[config.mk]
export PLATFORM = sky130hd
export DESIGN_NAME = instruction_fetch_unit
export DESIGN_NICKNAME = d
export VERILOG_FILES = /design/src/rtl/instruction_fetch_unit.sv
export SDC_FILE = /design/constraint.sdc
export NUM_CORES = 1
export LEC_CHECK = 0
export BUFFER_PORTS_ARGS = -buffer_cell sky130_fd_sc_hd__buf_2
export CORE_ASPECT_RATIO = 0.6
export CORE_MARGIN = 2
export CORE_UTILIZATION = 50
export DETAILED_ROUTE_END_ITERATION = 6
export PLACE_DENSITY = 0.8
export SYNTH_ARGS = -nofsm -noshare
export SYNTH_HDL_FRONTEND = slang
export SYNTH_SLANG_ARGS = --single-unit
[constraint.sdc]
create_clock -name clk -period 4.8 [get_ports clk]
set_input_delay 0.24 -clock clk [delete_from_list [all_inputs] [get_ports clk]]
set_output_delay 0.24 -clock clk [all_outputs]
set_load 0.005 [all_outputs]
[src/rtl/instruction_fetch_unit.sv]
// instruction_fetch_unit: fetches instructions over req/ready, holds each for execute; ports: clk, reset, imem_req/addr/ready/rdata, inst_valid/inst/part_of_inst/inst_pc, inst_accept, redirect/redirect_pc, halt_req, is_halted, fault, retired_cnt
module instruction_fetch_unit #(
   parameter logic [31:0] RESET_PC  = 32'h0000_0000,
   parameter bit          CHECK_OPC = 1'b1
) (
   input  logic        clk,
   input  logic        reset,
   output logic        imem_req,
   output logic [31:0] imem_addr,
   input  logic        imem_ready,
   input  logic [31:0] imem_rdata,
   output logic        inst_valid,
   output logic [31:0] inst,
   output logic [6:0]  part_of_inst,
   output logic [31:0] inst_pc,
   input  logic        inst_accept,
   input  logic        redirect,
   input  logic [31:0] redirect_pc,
   input  logic        halt_req,
   output logic        is_halted,
   output logic        fault,
   output logic [31:0] retired_cnt
);
   typedef enum logic [1:0] {FETCH, HOLD, ILL, HALTED} state_t;
   state_t state, state_nx;
   logic [31:0] pc, pc_nx;
   logic legal, take, acc, bad_target;
   always_comb begin
      legal = !CHECK_OPC || (imem_rdata[6:0] inside {7'b0110011, 7'b0010011, 7'b0000011,
              7'b0100011, 7'b1100011, 7'b1101111, 7'b1100111, 7'b1110011, 7'b0110111, 7'b0010111});
      take = state == FETCH && imem_ready;
      acc = state == HOLD && inst_accept;
      bad_target = redirect && redirect_pc[1:0] != 2'b00;
      state_nx = state;
      pc_nx = pc;
      if (take) state_nx = legal ? HOLD : ILL;
      if (state == ILL) state_nx = HALTED;
      if (acc) begin
         state_nx = (halt_req || bad_target) ? HALTED : FETCH;
         pc_nx = redirect ? redirect_pc : pc + 32'd4;
      end
   end
   always_ff @(posedge clk or posedge reset) begin
      if (reset) begin
         state <= FETCH;
         pc <= RESET_PC;
         inst <= '0;
         inst_pc <= '0;
         retired_cnt <= '0;
         fault <= 1'b0;
      end else begin
         state <= state_nx;
         pc <= pc_nx;
         if (take) begin
            inst <= imem_rdata;
            inst_pc <= pc;
         end
         if (acc) retired_cnt <= retired_cnt + 32'd1;
         // halt_req outranks a misaligned redirect, so it suppresses the fault
         if (state == ILL || (acc && !halt_req && bad_target)) fault <= 1'b1;
      end
   end
   assign imem_req = state == FETCH;
   assign imem_addr = pc;
   assign inst_valid = state == HOLD;
   assign part_of_inst = inst[6:0];
   assign is_halted = state == HALTED;
endmodule

# After elaboration in Yosys (flattened, before gate mapping)

Index checks and enable logic that the tools add are counted.
Widths: inputs -> output; s select.

Register bits: 131
Input port bits: 70
Output and inout bits: 139
Logic and storage cells: 39

$add $sub $neg: 2
Eq/ne operators: 13
Multiplexer cells: 6
Reduce and logical (&&, ||, !) cells: 12

Operators by type and width:

| cell                  | count |
|---|---|
| $add 32x1->32 const B | 1 |
| $add 32x3->32 const B | 1 |
| $mux 32               | 1 |
| $eq 7x7->1 const B    | 4 |
| $eq 7x6->1 const B    | 3 |
| $eq 7x5->1 const B    | 2 |
| $mux 2                | 5 |
| $reduce_bool 10->1    | 1 |
| $eq 7x2->1 const B    | 1 |
| $logic_and 1x1->1     | 5 |
| $eq 2x2->1 const B    | 2 |
| $reduce_bool 3->1     | 1 |
| $eq 2x1->1 const B    | 1 |
| $logic_not 2->1       | 1 |
| $logic_or 1x1->1      | 2 |
| $reduce_bool 2->1     | 1 |
| $logic_not 1->1       | 1 |

# Depth between registers and ports, before layout

Word-level depth: 6
Gate-level depth with buffers: 8
Gate-level depth less buffers: 6

# Least setup slack after synthesis

OpenSTA, ideal clock, no wires.

Path kind: reg2reg
From: register pc[2], in the netlist imem_addr[2]
To: register pc[16], in the netlist imem_addr[16]
Setup time: 0.126 ns
Arrival: 1.644 ns
Data required time: 4.674 ns
Slack: 3.030 ns
Stages on the path, launching flop included: 9
Clock period less this slack: 1.770 ns
Path through: dfrtp_1 > ha_1 > and3_1 > and4_1 > buf_2 > buf_4 > a21o_1 > a21oi_1 > a21oi_1

Word-level cells in the longest chain between the ends: 2

Ends and longest elaborated chain:

| item                     | line | source |
|---|---|---|
| start: declaration       | 26   | `logic [31:0] pc, pc_nx;` |
| start signal: assignment | 53   | `pc <= pc_nx;` |
| $add 32x3->32            | 40   | `pc_nx = redirect ? redirect_pc : pc + 32'd4;` |
| $mux 32                  | 40   |  |

Every way passes these cells.
A chain may end at the register's enable or synchronous reset.

# Worst setup path after layout

From: register state[0]
To: register inst_pc[29]

Word-level cells in the longest chain between the ends: 2

Ends and longest elaborated chain:

| item                     | line | source |
|---|---|---|
| start: declaration       | 25   | `state_t state, state_nx;` |
| start signal: assignment | 52   | `state <= state_nx;` |
| $logic_not 2->1          | 31   | `take = state == FETCH && imem_ready;` |
| $logic_and 1x1->1        | 31   |  |
| end signal: assignment   | 56   | `inst_pc <= pc;` |
| end: declaration         | 15   | `output logic [31:0] inst_pc,` |

Every way passes these cells.

==> flow_summary.rst <==
.. list-table::
   :header-rows: 1

   * - Metric
     - Value
   * - Number of CTS-inserted buffers
     - 17
   * - Number of different library cells in the post-synthesis netlist
     - 53
   * - Synthesized area
     - about 6100 µm²
   * - Final worst-path cycle share
     - about half
   * - Worst min-delay path class
     - in2reg
   * - Synthesized area per cell
     - 11.3 µm²
   * - Combined global-route utilization of all metal layers
     - between 20% and 30%
   * - Port bufs
     - 208
   * - Wirelength, routed
     - around 16 mm
   * - Leakage dissipation
     - 4.06 nW
   * - Final hold violations
     - 0
   * - Highest-count cells in the layout ignoring fill and taps
     - sky130_fd_sc_hd__buf_2, sky130_fd_sc_hd__dfrtp_1, sky130_fd_sc_hd__mux2_2
   * - Synthesized-area fraction occupied by ao, oa, aoi and oai cells
     - 8.89%
   * - Area enclosed by the die boundary
     - 13,100 µm²
   * - Critical path data required time
     - between 5 and 6 ns
   * - Number of buffers added for setup after CTS
     - 0
   * - Shortest clock period the worst path allows after layout
     - 2.47 ns
   * - Instance area after placement
     - 7170 µm²
   * - Global-route wire length before repair
     - 25.1 mm
   * - Count of final max-slew check failures
     - 0
   * - Slew at the pin with the worst max-slew slack
     - 1.02 ns
   * - Iteration-0 DRC Markers
     - 437
   * - Yosys warnings
     - 0
   * - Number of optimization iterations in the first detailed-route pass
     - 5
   * - Maximum number of pins on one net before global-route repair
     - 77
   * - Critical Path End Type
     - flop
   * - Clk Latency, worst-skew pair
     - 0.40 ns
   * - Relative area change from synthesis to final layout
     - 28.5%
   * - Weighted congestion reported at the end of routability-driven placement
     - between 0.8 and 0.9
   * - Routed wire per std cell
     - about 18 µm
   * - Effective utilization at floorplan
     - between 50% and 60%
   * - Total number of vias
     - 5,132
   * - Worst clock skew
     - 0.00888 ns
   * - Post-synthesis sequential area ratio
     - 54.1%
   * - Worst Setup Start Kind
     - flop
   * - Multiplexer share of the synthesized area
     - 13.4%
   * - Maximum clock frequency
     - approximately 410 MHz
   * - IO Pins
     - 209
   * - Die Ht
     - 89.3 µm
   * - Most used DFF post-synth
     - sky130_fd_sc_hd__dfrtp_1
   * - Fraction of registers with async set/reset
     - 100%
   * - Clock root buffer master
     - sky130_fd_sc_hd__clkbuf_16
   * - Clk buf depth
     - 2
   * - Unrepaired setup endpoints after global routing
     - false
   * - Total nets after synthesis
     - 611
   * - Std cell rows
     - 31
   * - Outcome
     - complete, no violations
   * - Max Cap Viol
     - 0
   * - Post-detail-place hpwl
     - ~11 mm
   * - Sink Count
     - 131
   * - Classification of the worst setup path
     - reg2reg
   * - CTS Hold Buffers Added
     - 1
   * - Via count of the first global-routing pass
     - 4,943
   * - CP max FO
     - 40
   * - Die X-Extent
     - 146 µm
   * - Number of storage elements in the synthesis netlist
     - 131
   * - Post-cts resize count
     - 0
   * - CTS tree
     - done
   * - Final count of negative-setup-slack endpoints
     - 0
   * - Xor-xnor portion of the synthesized cell area
     - 4.48%
   * - Adder and majority gate portion of the synthesized area
     - 0.413%
   * - Number of antenna violations at the first check in global routing
     - 0
   * - Vias per std cell
     - ~5.6
   * - Data arrival time of the critical path
     - 2.75 ns
   * - Ratio of cells with drive above 1 in the final layout
     - between 40% and 50%
   * - Post-route setup TNS
     - 0 ns
   * - Simple-gate share of the synthesized area
     - 15.2%
   * - Largest family of logic cells by synthesized area
     - simple AND/OR/NAND/NOR gates
   * - Most common cell after layout, fill and taps aside
     - sky130_fd_sc_hd__buf_2
   * - Number of nets still failing antenna checks after routing
     - 0
   * - Clock-pin slew of the registers on the worst-case setup and hold paths
     - 0.06 ns
   * - Layout net count
     - 809
   * - Number of H-tree levels
     - 4
   * - Gr ovfl total
     - 0
   * - Relative slew slack
     - 32.0%
   * - Final design instance area without fill
     - 7790 µm²
   * - # DRC
     - 0
   * - Cells after synthesis
     - 539
   * - IR drop worst, VDD
     - 301 µV
   * - Number of enable-type register cells in the synthesized netlist
     - 0
   * - Power per Cell Area
     - 366 nW/µm²
   * - Area of the placeable core
     - 11,900 µm²
## registers in the layout (all words and copies together) (netlist names)
name,count
imem_addr,32
retired_cnt,32
fault,1
inst,32
state,2
inst_pc,32
## final cells by class
class	instances	area [µm²]
flip-flops and latches	131	3280
multi-input cells	364	2570
fillers	972	4160
clock inverters	12	156
inverters	11	46.3
repair buffers	212	1070
diodes	1	2.50
well taps	165	206
clock buffers	19	453
## final timing paths
path                                             startpoint  slack, ns                          end  cells after the start
worst max-delay path                   state[0]$_DFFE_PP0P_       2.33      inst_pc[29]$_DFFE_PP0P_                      4
worst min-delay path                         imem_rdata[30]       0.07         inst[30]$_DFFE_PP0P_                      2
worst max register to register         state[0]$_DFFE_PP0P_       2.33      inst_pc[29]$_DFFE_PP0P_                      4
worst min register to register  retired_cnt[31]$_DFFE_PP0N_       0.47  retired_cnt[31]$_DFFE_PP0N_                      1
max in group asynchronous                             reset       3.09       inst_pc[5]$_DFFE_PP0P_                      4
min in group asynchronous                             reset       0.53          inst[5]$_DFFE_PP0P_                      3
## through the flow
step                      hold slack (ns)  cells  setup slack (ns)  power, mW  util, %
final                              0.0655    915              2.33       2.85     65.2
after detailed placement            0.402    882              2.22       1.54     60.0
after floorplan                     0.385    539              1.06       1.38        -
after global placement              0.387    882              2.38       1.52     60.0
after global routing               0.0522    914              2.16       2.96     65.2
after CTS                          0.0488    914              2.34       2.87     65.2
## critical path, stage by stage (launching register included)
cell and delay [ns]:
sky130_fd_sc_hd__dfrtp_1 0.45, sky130_fd_sc_hd__nor2_1 0.19, sky130_fd_sc_hd__and2_2 0.86, sky130_fd_sc_hd__buf_4 0.45, sky130_fd_sc_hd__mux2_2 0.38
## power by group
group,total (mW),switching [mW],internal (mW)
sequential,1.26,0.0843,1.18
combinational,0.257,0.125,0.131
clock,1.33,0.488,0.844
total,2.85,0.698,2.15
## cells by family (layout without fill, tap and decap cells)
| logic type | after synthesis | in the layout |
|---|---|---|
| buffers and inverters | 44 | 254 |
| AO/OA/AOI/OAI | 87 | 87 |
| adder cells (fa/ha/maj) | 2 | 2 |
| flip-flops | 131 | 131 |
| XOR/XNOR | 31 | 31 |
| multiplexers | 73 | 73 |
| AND/OR/NAND/NOR | 171 | 171 |
| other | 0 | 1 |
## per-layer routing
metal	vias to the layer above	global-route usage (%)	share of wire (%)
met5	-	0	0
met4	0	8.65	1.2
met3	18	6.79	8.2
met2	251	39.2	46
met1	2518	33.6	45
li1	2345	-	-
## synthesized netlist by cell type (all sizes together), types with 11 or more instances
| library cell | number | area [µm²] |
|---|---|---|
| dfrtp | 131 | 3280 |
| mux2 | 67 | 754 |
| nand2 | 34 | 128 |
| nand3 | 31 | 160 |
| nor2 | 31 | 116 |
| a21oi | 27 | 135 |
| buf | 24 | 136 |
| o21ai | 22 | 110 |
| xnor2 | 20 | 175 |
| nor3 | 16 | 91.3 |
| nand4 | 14 | 87.6 |
| xor2 | 11 | 96.3 |
No activity file was read; power rests on OpenSTA's default activity.
